### config.mk
export PLATFORM = sky130hd
export DESIGN_NAME = toggle_activity_monitor
export DESIGN_NICKNAME = d
export VERILOG_FILES = /design/src/rtl/power_mon_pkg.sv /design/src/rtl/sat_counter.sv /design/src/rtl/toggle_activity_monitor.sv
export SDC_FILE = /design/constraint.sdc
export NUM_CORES = 1
export LEC_CHECK = 0
export ABC_AREA = 1
export CORE_MARGIN = 10
export CORE_UTILIZATION = 55
export DETAILED_ROUTE_END_ITERATION = 6
export GPL_TIMING_DRIVEN = 1
export PLACE_DENSITY = 0.77
export SLEW_MARGIN = 20
export SYNTH_ARGS = -nofsm -noshare
export SYNTH_HDL_FRONTEND = slang
export SYNTH_SLANG_ARGS = --single-unit
### constraint.sdc
create_clock -name clk -period 7.46 [get_ports clk]
set_input_delay 1.492 -clock clk [delete_from_list [all_inputs] [get_ports clk]]
set_output_delay 1.492 -clock clk [all_outputs]
set_load 0.02 [all_outputs]
### src/rtl/power_mon_pkg.sv
// ---------------------------------------------------------------------------
// power_mon_pkg
// Shared types and default widths for the power-measurement stage.
//   state_e   : monitor FSM states (IDLE, PRIME, COUNT, REPORT)
//   rpt_rec_t : one report record {idx, toggles, ones, last} at default widths
// ---------------------------------------------------------------------------
package power_mon_pkg;

    localparam int DEF_NUM_NETS = 5;
    localparam int DEF_CNT_W    = 16;
    localparam int DEF_WIN_W    = 16;
    localparam int DEF_IDX_W    = $clog2(DEF_NUM_NETS);

    typedef enum logic [1:0] {
        IDLE   = 2'd0,
        PRIME  = 2'd1,
        COUNT  = 2'd2,
        REPORT = 2'd3
    } state_e;

    typedef struct packed {
        logic [DEF_IDX_W-1:0] idx;
        logic [DEF_CNT_W-1:0] toggles;
        logic [DEF_CNT_W-1:0] ones;
        logic                 last;
    } rpt_rec_t;

endpackage

### src/rtl/sat_counter.sv
// ---------------------------------------------------------------------------
// sat_counter
// W-bit up counter with synchronous clear and enable. It holds at all-ones
// instead of wrapping.
//   clk, rst : clock, asynchronous active-high reset
//   clr      : synchronous clear (wins over en)
//   en       : increment by one this cycle
//   count    : current value
// ---------------------------------------------------------------------------
module sat_counter #(
    parameter int W = 16
) (
    input  logic         clk,
    input  logic         rst,
    input  logic         clr,
    input  logic         en,
    output logic [W-1:0] count
);

    always_ff @(posedge clk or posedge rst) begin
        if (rst) begin
            count <= '0;
        end else if (clr) begin
            count <= '0;
        end else if (en && (count != {W{1'b1}})) begin
            count <= count + W'(1);
        end
    end

endmodule

### src/rtl/toggle_activity_monitor.sv
// ---------------------------------------------------------------------------
// toggle_activity_monitor
// Counts per-net toggles and ones-cycles over a window of valid samples, then
// streams one record per net.
//   start/window_len       : begin a measurement (honoured in IDLE only)
//   sample_valid/sample    : per-cycle net values
//   busy                   : high in every state except IDLE
//   rpt_*                  : report record stream
//   done                   : one-cycle pulse after the last record is taken
//   dbg_state              : current FSM state
//
// Report handshake: a record transfers on a cycle where rpt_valid and
// rpt_ready are both high. Once rpt_valid rises, it and all rpt_* fields
// stay stable until that transfer; rpt_valid never depends on rpt_ready.
// ---------------------------------------------------------------------------
module toggle_activity_monitor
    import power_mon_pkg::*;
#(
    parameter int NUM_NETS = DEF_NUM_NETS,
    parameter int CNT_W    = DEF_CNT_W,
    parameter int WIN_W    = DEF_WIN_W,
    parameter int IDX_W    = $clog2(NUM_NETS)
) (
    input  logic                clk,
    input  logic                rst,
    input  logic                start,
    input  logic [WIN_W-1:0]    window_len,
    input  logic                sample_valid,
    input  logic [NUM_NETS-1:0] sample,
    output logic                busy,
    output logic                rpt_valid,
    input  logic                rpt_ready,
    output logic [IDX_W-1:0]    rpt_idx,
    output logic [CNT_W-1:0]    rpt_toggles,
    output logic [CNT_W-1:0]    rpt_ones,
    output logic                rpt_last,
    output logic                done,
    output state_e              dbg_state
);

    localparam logic [IDX_W-1:0] LAST_IDX = IDX_W'(NUM_NETS - 1);

    state_e                state;
    logic [WIN_W-1:0]      win_len_q;
    logic [WIN_W-1:0]      win_cnt;
    logic [NUM_NETS-1:0]   prev;
    logic [IDX_W-1:0]      idx_q;
    logic                  valid_q;
    logic                  done_q;

    logic                  start_ok;
    logic                  take;
    logic [NUM_NETS-1:0]   ones_en;
    logic [NUM_NETS-1:0]   tog_en;
    logic [CNT_W-1:0]      tog_cnt  [NUM_NETS];
    logic [CNT_W-1:0]      ones_cnt [NUM_NETS];

    // A start landing on the done cycle is dropped; the monitor is already
    // back in IDLE then, so done_q must be checked explicitly.
    assign start_ok = (state == IDLE) && start && !done_q;
    assign take     = sample_valid && ((state == PRIME) || (state == COUNT));
    assign ones_en  = take ? sample : '0;
    // The priming sample has no predecessor, so it never contributes toggles.
    assign tog_en   = (sample_valid && (state == COUNT)) ? (sample ^ prev) : '0;

    for (genvar g = 0; g < NUM_NETS; g++) begin : g_net
        sat_counter #(.W(CNT_W)) u_tog (
            .clk   (clk),
            .rst   (rst),
            .clr   (start_ok),
            .en    (tog_en[g]),
            .count (tog_cnt[g])
        );
        sat_counter #(.W(CNT_W)) u_ones (
            .clk   (clk),
            .rst   (rst),
            .clr   (start_ok),
            .en    (ones_en[g]),
            .count (ones_cnt[g])
        );
    end

    always_ff @(posedge clk or posedge rst) begin
        if (rst) begin
            state     <= IDLE;
            win_len_q <= '0;
            win_cnt   <= '0;
            prev      <= '0;
            idx_q     <= '0;
            valid_q   <= 1'b0;
            done_q    <= 1'b0;
        end else begin
            done_q <= 1'b0;
            case (state)
                IDLE: begin
                    if (start_ok) begin
                        win_len_q <= window_len;
                        win_cnt   <= '0;
                        prev      <= '0;
                        idx_q     <= '0;
                        if (window_len == '0) begin
                            state   <= REPORT;
                            valid_q <= 1'b1;
                        end else begin
                            state <= PRIME;
                        end
                    end
                end
                PRIME: begin
                    if (sample_valid) begin
                        prev    <= sample;
                        win_cnt <= WIN_W'(1);
                        if (win_len_q == WIN_W'(1)) begin
                            state   <= REPORT;
                            valid_q <= 1'b1;
                        end else begin
                            state <= COUNT;
                        end
                    end
                end
                COUNT: begin
                    if (sample_valid) begin
                        prev    <= sample;
                        win_cnt <= win_cnt + WIN_W'(1);
                        // This sample is the one that reaches window_len.
                        if (win_cnt == win_len_q - WIN_W'(1)) begin
                            state   <= REPORT;
                            valid_q <= 1'b1;
                        end
                    end
                end
                REPORT: begin
                    if (valid_q && rpt_ready) begin
                        if (idx_q == LAST_IDX) begin
                            valid_q <= 1'b0;
                            done_q  <= 1'b1;
                            idx_q   <= '0;
                            state   <= IDLE;
                        end else begin
                            idx_q <= idx_q + IDX_W'(1);
                        end
                    end
                end
                default: state <= IDLE;
            endcase
        end
    end

    // Counters are frozen in REPORT, so reading them through the registered
    // index gives stable record fields; fields read 0 whenever no record is up.
    always_comb begin
        rpt_toggles = '0;
        rpt_ones    = '0;
        for (int i = 0; i < NUM_NETS; i++) begin
            if (valid_q && (idx_q == IDX_W'(i))) begin
                rpt_toggles = tog_cnt[i];
                rpt_ones    = ones_cnt[i];
            end
        end
    end

    assign busy      = (state != IDLE);
    assign rpt_valid = valid_q;
    assign rpt_idx   = idx_q;
    assign rpt_last  = valid_q && (idx_q == LAST_IDX);
    assign done      = done_q;
    assign dbg_state = state;

endmodule
* Word level (Yosys, flattened, before mapping)
Index checks and enable logic that the tools add are counted.
Storage, ports and cells: input bits 26, register bits 204, output and inout bits 41
Operators by class: $add $sub $neg 13, equal/unequal tests 28, reductions and logical operators 46, bitwise operators 1, muxes and demuxes 64
Operator list (number):
- 16-bit two-way mux | 33
- 16-bit by 1-bit adder with 16-bit output (second input constant) | 11
- 16-bit != test (second input constant) | 10
- 16-bit case mux with 3 select lines | 1
- 2-bit nonzero test | 13
- 1-bit logical AND | 20
- 5-bit two-way mux | 4
- 16-bit by 1-bit equality test with 1-bit output (second input constant) | 1
- 16-bit equality test | 1
- 16-bit zero test | 1
- 16-bit by 1-bit subtractor with 16-bit output (second input constant) | 1
- 2-bit two-way mux | 7
- 1-bit two-way mux | 12
- 2-bit by 1-bit != test with 1-bit output (second input constant) | 5
- 5-bit case mux with 2 select lines | 1
- 3-bit two-way mux | 3
- 2-bit != test (second input constant) | 4
- 2-bit case mux with 4 select lines | 1
- 8-bit AND reduction | 1
- 3-bit by 2-bit equality test with 1-bit output (second input constant) | 2
- 3-bit case mux with 2 select lines | 1
- 3-bit AND reduction | 2
- 6-bit AND reduction | 1
- 5-bit XOR | 1
- 14 further kinds | 15

* Longest topological paths before layout
Gate-level depths: netlist (run 1).
depth in word-level cells 7, depth in mapped cells 16, depth with buffers taken out 15

* Hierarchy
A second synthesis (run 1) with hierarchy kept.
Unflattened totals: cell total of the unflattened synthesis 2265, area total of the unflattened synthesis 15014.4 µm²
Modules (own cells, without submodules):
- sat_counter at g_net[0].u_ones ... | times used 9, cells an instance 159, area an instance 1083.5 µm²
- toggle_activity_monitor | times used 1, cells an instance 673, area an instance 4181.5 µm²
- sat_counter at g_net[3].u_tog | times used 1, cells an instance 161, area an instance 1081.0 µm²

* Least setup slack after synthesis (run 1)
OpenSTA, ideal clock, no wires.
kind reg-to-output, start register idx_q[0], in the netlist rpt_idx[0], end output port rpt_ones[0], arrival time 2025 ps, path slack 3943 ps, data required time 5968 ps, stages on the path, launching flop included 8, cells stage by stage dfrtp_1 -> inv_1 -> ha_1 -> nand2_1 -> nor2_1 -> inv_2 -> clkbuf_1 -> a31oi_1
RTL lines:
- from (decl) | RTL line toggle_activity_monitor.sv:47 | logic [IDX_W-1:0] idx_q;
- from (signal assigned) | RTL line toggle_activity_monitor.sv:140 | idx_q <= idx_q + IDX_W'(1);
- 3-bit equality test
- 1-bit logical AND
- via rpt_last | RTL line toggle_activity_monitor.sv:36 | output logic rpt_last,
- 16-bit two-way mux | RTL line toggle_activity_monitor.sv:155 | if (valid_q && (idx_q == IDX_W'(i))) begin
- to (decl) | RTL line toggle_activity_monitor.sv:35 | output logic [CNT_W-1:0] rpt_ones,
The timed path passes the listed nets, and every way through them passes these cells.

* Final worst setup path (run 1)
start register idx_q[0], in the netlist rpt_idx[0], end output port rpt_ones[15]
Between the ends: longest elaborated chain between the ends 7
Ends and longest elaborated chain (RTL line):
- 3-bit zero test | toggle_activity_monitor.sv:155
- 1-bit logical AND | toggle_activity_monitor.sv:155
- 16-bit two-way mux (4 in a row) | toggle_activity_monitor.sv:155
- 16-bit two-way mux * | toggle_activity_monitor.sv:155
Every way passes the cells marked *; elsewhere a longest branch is shown, timed or not.

==> results.py, run 1 <==
metrics = {
    "run_status": {
        "run_status": "finished clean",
    },
    "setup_path": {
        "cp-start-kind": "flop",
        "regToRegStartpoint": "dbg_state[0]",
        "cp_data_required_time_ns": 5.97,
        "critPathSlowestCell": "sky130_fd_sc_hd__inv_1",
        "timing.critical_path.max_delay_family": "buffers and inverters",
        "crit_chain": "ha_1 -> ha_1 -> nand2_1 -> buf_4 -> inv_1 -> nand2_1 -> a31oi_1 -> clkdlybuf4s50_1",
        "worst-setup-path-type": "flop to primary output",
        "r2r_setup_slack_ns": 3.56,
        "max_stage_delay_ns": 0.80,
        "reg2reg_to": "prev[0]",
        "timing.critical_path.buf_inv": 3,
        "r2r_cells": 10,
        "maximum_fanout_along_the_worst_path": 33,
        "critical_path.endpoint_type": "primary output",
        "crit_path_arrival_time_ns": 3.66,
    },
    "logic_synthesis": {
        "synthesis.yosys.warnings": 0,
        "ys.flop_type": "sky130_fd_sc_hd__dfrtp_1",
        "syn_inst": 1828,
        "synth_enable_flop_cells": 0,
        "synth-seq-cells": 204,
        "mapped_cell_area_um2": 13000,
        "post_synthesis_sequential_area_ratio": 0.394,
        "synthArstFlopShare": 1.00,
        "synthesis.nets": 1876,
        "yosysUniqueCellTypes": 52,
        "syn_area_per_cell_um2": 7.09,
    },
    "clock_network": {
        "insertion_delay_ns": 0.52,
        "number_of_hold_buffers_added_after_cts": 0,
        "ctsRootBufferMaster": "sky130_fd_sc_hd__clkbuf_16",
        "cts.path.max_buffers": 3,
        "cts-htree-levels": 1,
        "tritoncts_clock_tree": "done",
        "number_of_buffers_added_by_the_clock_tree_synthesis_step": 24,
        "postCtsResizedCells": 0,
        "postCtsSetupBuffers": 0,
        "cts.clk_slew.worst_paths_ns": 0.06,
        "clkSinkCount": 204,
    },
    "drt": {
        "drt-pass1-iter-count": 5,
        "avgRoutedWirePerCell_um": 15.7,
        "drtIter0Drc": 1339,
        "dr_total_vias": 12600,
        "postRouteWirelength_um": 34800,
        "vias_per_inst": 5.69,
        "drt.antenna.violating_nets": 0,
        "drcViolationCount": 0,
    },
    "sta": {
        "fin_setup_tns_ns": 0,
        "fin_crit_sh": 0.690,
        "hold_viol_final": 0,
        "setup-violations-final": 0,
        "final-max-slew-violation-count": 0,
        "tightestPinTransition_ns": 1.04,
        "holdWs_ns": 0.507,
        "finalWorstPathRequiredPeriod_ns": 5.15,
        "slew-limit-headroom": 0.307,
        "rsz0062_at_grt": "false",
        "peak_clock_frequency_supported_by_timing_mhz": 194,
        "final_clock_skew_ns": 0.00746,
    },
    "floorplan": {
        "core_area_um2": 23300,
        "io-pin-count": 67,
        "design.die.area_um2": 30100,
        "placement_rows": 56,
        "die_h_um": 173,
        "fp.dieW_um": 173,
        "start_util": 0.555,
    },
    "power": {
        "power_density_nw_per_um2": 265,
        "total_leakage_power_nw": 6.38,
        "maximum_vdd_drop_uv": 183,
    },
    "layout": {
        "most-common-layout-cells": "sky130_fd_sc_hd__nand2_1 (411), sky130_fd_sc_hd__inv_1 (219), sky130_fd_sc_hd__dfrtp_1 (204)",
        "diode_insertion_count_for_antenna_repair": 0,
        "nFillCells": 2080,
        "fraction_of_layout_instances_using_a_drive_strength_above_1": 0.0555,
        "final_net_count": 1921,
        "multi_input_area_um2": 6740,
        "final_common_cell": "sky130_fd_sc_hd__nand2_1",
        "register_area_um2": 5100,
        "syn_to_final_growth_pct": 12.9,
    },
    "placement": {
        "routabilityCongestion": 0.922,
        "hpwlAfterDp_um": 24600,
        "io_buffer_count": 66,
    },
    "global_routing": {
        "global_route.usage.total": 0.226,
        "grt_max_degree": 144,
        "grt_overflow_total": 0,
        "first_global_vias": 11700,
        "grt_antenna_before_repair": 0,
        "grt_pass1_wl_um": 58000,
    },
    "min_path": {
        "holdCritPathClass": "flop to flop",
        "holdPathStages": 1,
        "holdCritStartpoint": "g_net[0].u_tog.count[11]",
        "hold-path-endpoint": "g_net[0].u_tog.count[11]",
    },
    "flow_run": {
        "number_of_max_cap_violations": 0,
    },
}
-- how the worst max path moves through the flow --
stage,depth (start not counted),to,from,slack [ns]
2_1_floorplan,1,dbg_state[0],rst,0.40
3_3_place_gp,9,prev[2],start,2.68
3_5_place_dp,8,prev[0],start,2.64
4_1_cts,8,rpt_ones[15],rpt_idx[0],2.34
5_1_grt,8,rpt_ones[15],rpt_idx[0],2.14
6_report,8,rpt_ones[15],rpt_idx[0],2.31
-- stage by stage --
step | util | worst slack (ns) | instance area [um2] | total power [W] | std cells
2_1_floorplan | - | 0.401 | 13000 | 0.00233 | 1828
4_1_cts | 0.627 | 2.34 | 14600 | 0.00388 | 2210
5_1_grt | 0.627 | 2.14 | 14600 | 0.00413 | 2210
6_report | 0.627 | 2.31 | 14600 | 0.00388 | 2210
3_3_place_gp | 0.593 | 2.68 | 13800 | 0.00269 | 2166
3_5_place_dp | 0.593 | 2.64 | 13800 | 0.00271 | 2166
-- layout make-up --
| cell class | instances | share of cell area |
|---|---|---|
| repair buffers | 73 | 0.0488 |
| clock buffers | 35 | 0.0481 |
| clock inverters | 9 | 0.00531 |
| multi-input cells | 1337 | 0.461 |
| well taps | 319 | 0.0273 |
| flip-flops and latches | 204 | 0.349 |
| inverters | 233 | 0.0608 |
-- kinds of logic after synthesis --
group,synth area share
flip-flops,0.394
adder cells (fa/ha/maj),0.0212
AO/OA/AOI/OAI,0.143
AND/OR/NAND/NOR,0.331
buffers and inverters,0.0872
XOR/XNOR,0.0243
-- worst register-to-register path, cell delays in order (launching register included) --
cell	delay [ns]
sky130_fd_sc_hd__dfrtp_1	0.43
sky130_fd_sc_hd__inv_1	0.14
sky130_fd_sc_hd__ha_1	0.37
sky130_fd_sc_hd__nand2_1	0.15
sky130_fd_sc_hd__nor2_4	0.09
sky130_fd_sc_hd__buf_4	0.76
sky130_fd_sc_hd__inv_4	0.48
sky130_fd_sc_hd__buf_4	0.51
sky130_fd_sc_hd__a21oi_1	0.63
sky130_fd_sc_hd__nand3_1	0.12
sky130_fd_sc_hd__o21ai_0	0.12
-- layer usage --
layer,track usage,up-vias,share of wire,wire length (um)
met5,0,-,0,0
met4,0.0600,0,0.020,709
met3,0.0264,59,0.064,2230
met2,0.367,451,0.46,16100
met1,0.314,5859,0.45,15800
li1,-,6196,-,-
-- where the power goes --
| group | switching [W] | internal (W) |
|---|---|---|
| sequential | 0.000157 | 0.00124 |
| combinational | 0.000906 | 0.000411 |
| clock | 0.000478 | 0.000688 |
| total | 0.00154 | 0.00234 |
-- flip-flops by register name (all words and copies together) (netlist names) --
signal,flops
done,1
rpt_idx,3
g_net.u_tog.count,80
dbg_state,2
win_len_q,16
rpt_valid,1
prev,5
g_net.u_ones.count,80
win_cnt,16
-- synth_stat cells, types with 4 or more instances --
library cell / n / area [um2]
sky130_fd_sc_hd__nor2_2: 7 / 43.8
sky130_fd_sc_hd__buf_2: 7 / 35.0
sky130_fd_sc_hd__nand3_2: 5 / 50.1
sky130_fd_sc_hd__a31oi_1: 42 / 263
sky130_fd_sc_hd__nand2_2: 9 / 56.3
sky130_fd_sc_hd__inv_2: 10 / 37.5
sky130_fd_sc_hd__dfrtp_1: 204 / 5100
sky130_fd_sc_hd__o21a_1: 6 / 45.0
sky130_fd_sc_hd__nor4_1: 18 / 113
sky130_fd_sc_hd__a21oi_1: 96 / 480
sky130_fd_sc_hd__clkbuf_1: 36 / 135
sky130_fd_sc_hd__nand2_1: 412 / 1550
sky130_fd_sc_hd__o211ai_1: 32 / 240
sky130_fd_sc_hd__xor2_1: 25 / 219
sky130_fd_sc_hd__nand3b_1: 8 / 60.1
sky130_fd_sc_hd__xnor2_1: 11 / 96.3
sky130_fd_sc_hd__nor3_2: 6 / 60.1
sky130_fd_sc_hd__nor2_1: 191 / 717
sky130_fd_sc_hd__nand4_1: 27 / 169
sky130_fd_sc_hd__o31ai_1: 9 / 67.6
sky130_fd_sc_hd__o21ai_0: 109 / 546
sky130_fd_sc_hd__and3_1: 8 / 50.1
sky130_fd_sc_hd__nor3_1: 91 / 455
sky130_fd_sc_hd__nand3_1: 156 / 781
sky130_fd_sc_hd__o21ai_1: 14 / 70.1
sky130_fd_sc_hd__ha_1: 22 / 275
sky130_fd_sc_hd__inv_1: 220 / 826
sky130_fd_sc_hd__buf_4: 4 / 30.0
sky130_fd_sc_hd__buf_1: 5 / 18.8
Note: power is estimated with default switching activity, not from simulation.
==> run 2, diff against run 1 <==
==> constraint.sdc (replaced) <==
create_clock -name clk -period 4.6 [get_ports clk]
set_input_delay 0.92 -clock clk [delete_from_list [all_inputs] [get_ports clk]]
set_output_delay 0.92 -clock clk [all_outputs]
set_load 0.02 [all_outputs]
==> run 2 against run 1 <==
Compared with the run above:
- global-route usage grew 1.0 points
- highest routed layer unchanged
- clock skew grew 0.020 ns
- utilization grew 0.16 points
- combinational power grew 64%
- critical path type unchanged
- critical path depth grew 3
- routed wire length grew 4.7%
- sequential share of layout area shrank 0.089 points
==> results.py, run 2 (synthesis results as in run 1) <==
metrics = {
    "clock_network": {
        "insertion_delay_ns": 0.53,
        "clkSinkCount": 204,
        "number_of_buffers_added_by_the_clock_tree_synthesis_step": 24,
        "tritoncts_clock_tree": "done",
        "ctsRootBufferMaster": "sky130_fd_sc_hd__clkbuf_16",
        "number_of_hold_buffers_added_after_cts": 0,
        "cts.path.max_buffers": 3,
        "postCtsSetupBuffers": 0,
        "cts-htree-levels": 1,
        "postCtsResizedCells": 0,
        "cts.clk_slew.worst_paths_ns": 0.06,
    },
    "flow_run": {
        "number_of_max_cap_violations": 0,
    },
    "drt": {
        "avgRoutedWirePerCell_um": 16.5,
        "postRouteWirelength_um": 36400,
        "drcViolationCount": 0,
        "dr_total_vias": 12700,
        "drt.antenna.violating_nets": 0,
        "drt-pass1-iter-count": 6,
        "vias_per_inst": 5.74,
        "drtIter0Drc": 1297,
    },
    "min_path": {
        "holdCritPathClass": "flop to flop",
        "holdPathStages": 1,
    },
    "sta": {
        "slew-limit-headroom": 0.253,
        "tightestPinTransition_ns": 1.12,
        "hold_viol_final": 0,
        "finalWorstPathRequiredPeriod_ns": 4.36,
        "final-max-slew-violation-count": 0,
        "rsz0062_at_grt": "false",
        "setup-violations-final": 0,
        "peak_clock_frequency_supported_by_timing_mhz": 230,
        "fin_setup_tns_ns": 0,
        "fin_crit_sh": 0.947,
        "final_clock_skew_ns": 0.0276,
        "worst_slack_ns": 0.243,
    },
    "global_routing": {
        "grt_max_degree": 165,
        "first_global_vias": 12100,
        "grt_overflow_total": 0,
        "grt_pass1_wl_um": 60100,
        "grt_antenna_before_repair": 0,
        "global_route.usage.total": 0.236,
    },
    "floorplan": {
        "core_area_um2": 23300,
        "start_util": 0.555,
        "placement_rows": 56,
        "design.die.area_um2": 30100,
        "die_h_um": 173,
        "fp.dieW_um": 173,
        "io-pin-count": 67,
    },
    "layout": {
        "multi_input_area_um2": 6740,
        "final_net_count": 1924,
        "final_common_cell": "sky130_fd_sc_hd__nand2_1",
        "fraction_of_layout_instances_using_a_drive_strength_above_1": 0.0566,
        "nFillCells": 2087,
        "biggestRegsByFlops": "g_net.u_ones.count x80, g_net.u_tog.count x80",
        "syn_to_final_growth_pct": 13.1,
        "diode_insertion_count_for_antenna_repair": 0,
        "register_area_um2": 5100,
        "most-common-layout-cells": "sky130_fd_sc_hd__nand2_1 (411), sky130_fd_sc_hd__inv_1 (219), sky130_fd_sc_hd__dfrtp_1 (204)",
    },
    "power": {
        "power_density_nw_per_um2": 432,
        "total_leakage_power_nw": 6.40,
        "maximum_vdd_drop_uv": 314,
    },
    "setup_path": {
        "worst-setup-path-type": "flop to primary output",
        "maximum_fanout_along_the_worst_path": 17,
        "cp-start-kind": "flop",
        "critical_path.endpoint_type": "primary output",
        "crit_path_arrival_time_ns": 3.44,
        "r2r_cells": 11,
        "cp_data_required_time_ns": 3.68,
    },
    "placement": {
        "hpwlAfterDp_um": 26200,
        "place_worst_setup_slack_ns": 0.820,
        "io_buffer_count": 66,
        "routabilityCongestion": 0.977,
    },
    "run_status": {
        "run_status": "finished clean",
    },
}
==> run 2: where the power goes <==
group | total [W] | switching (W) | internal, W | leakage (nW)
logic | 0.00216 | 0.00149 | 0.000670 | 3.21
clock network | 0.00191 | 0.000773 | 0.00114 | 0.386
registers | 0.00227 | 0.000260 | 0.00200 | 2.80
total | 0.00633 | 0.00252 | 0.00381 | 6.40
==> run 2: critical path, stage by stage, from the launching register on <==
cell and delay [ns]:
sky130_fd_sc_hd__dfrtp_1 0.40, sky130_fd_sc_hd__inv_1 0.10, sky130_fd_sc_hd__ha_1 0.18, sky130_fd_sc_hd__inv_1 0.08
sky130_fd_sc_hd__nand2_1 0.06, sky130_fd_sc_hd__nor2_2 0.56, sky130_fd_sc_hd__buf_4 0.37, sky130_fd_sc_hd__nand2_1 0.08
sky130_fd_sc_hd__nand3_1 0.07, sky130_fd_sc_hd__o211ai_1 0.11, sky130_fd_sc_hd__a31oi_1 0.24, sky130_fd_sc_hd__clkdlybuf4s50_1 0.66
==> run 2: area by class of cell <==
class	instances	area share
tap	319	0.0272
multi-input combinational	1337	0.459
timing repair buffer	76	0.0510
clock buffer	33	0.0460
inverter	233	0.0604
clock inverter	9	0.00768
sequential	204	0.348
==> run 2: worst paths after layout <==
check,slack (ns),startpoint,to
setup / recovery,0.24,rpt_idx[1],rpt_ones[5]
hold / removal,0.51,win_cnt[13],win_cnt[13]
setup reg to reg,1.89,dbg_state[0],g_net[3].u_ones.count[11]
hold reg to reg,0.51,win_cnt[13],win_cnt[13]
max in group asynchronous,2.92,rst,g_net[0].u_tog.count[9]
min in group asynchronous,0.94,rst,g_net[0].u_ones.count[4]
==> run 2: through the flow <==
step	hold slack [ns]	util	cells	instance area (um2)	power, W
2_1_floorplan	0.456	-	1828	13000	0.00378
3_3_place_gp	0.488	0.595	2169	13900	0.00435
3_5_place_dp	0.492	0.595	2169	13900	0.00441
4_1_cts	0.511	0.628	2211	14700	0.00633
5_1_grt	0.532	0.628	2211	14700	0.00671
6_report	0.509	0.628	2211	14700	0.00633
==> run 2: metal layers <==
metal  global-route usage  vias up  share of wire
met1                0.308     5962           0.43
li1                     -     6185              -
met3               0.0468       67          0.080
met4               0.0654        0          0.022
met5                    0        -              0
met2                0.391      477           0.46
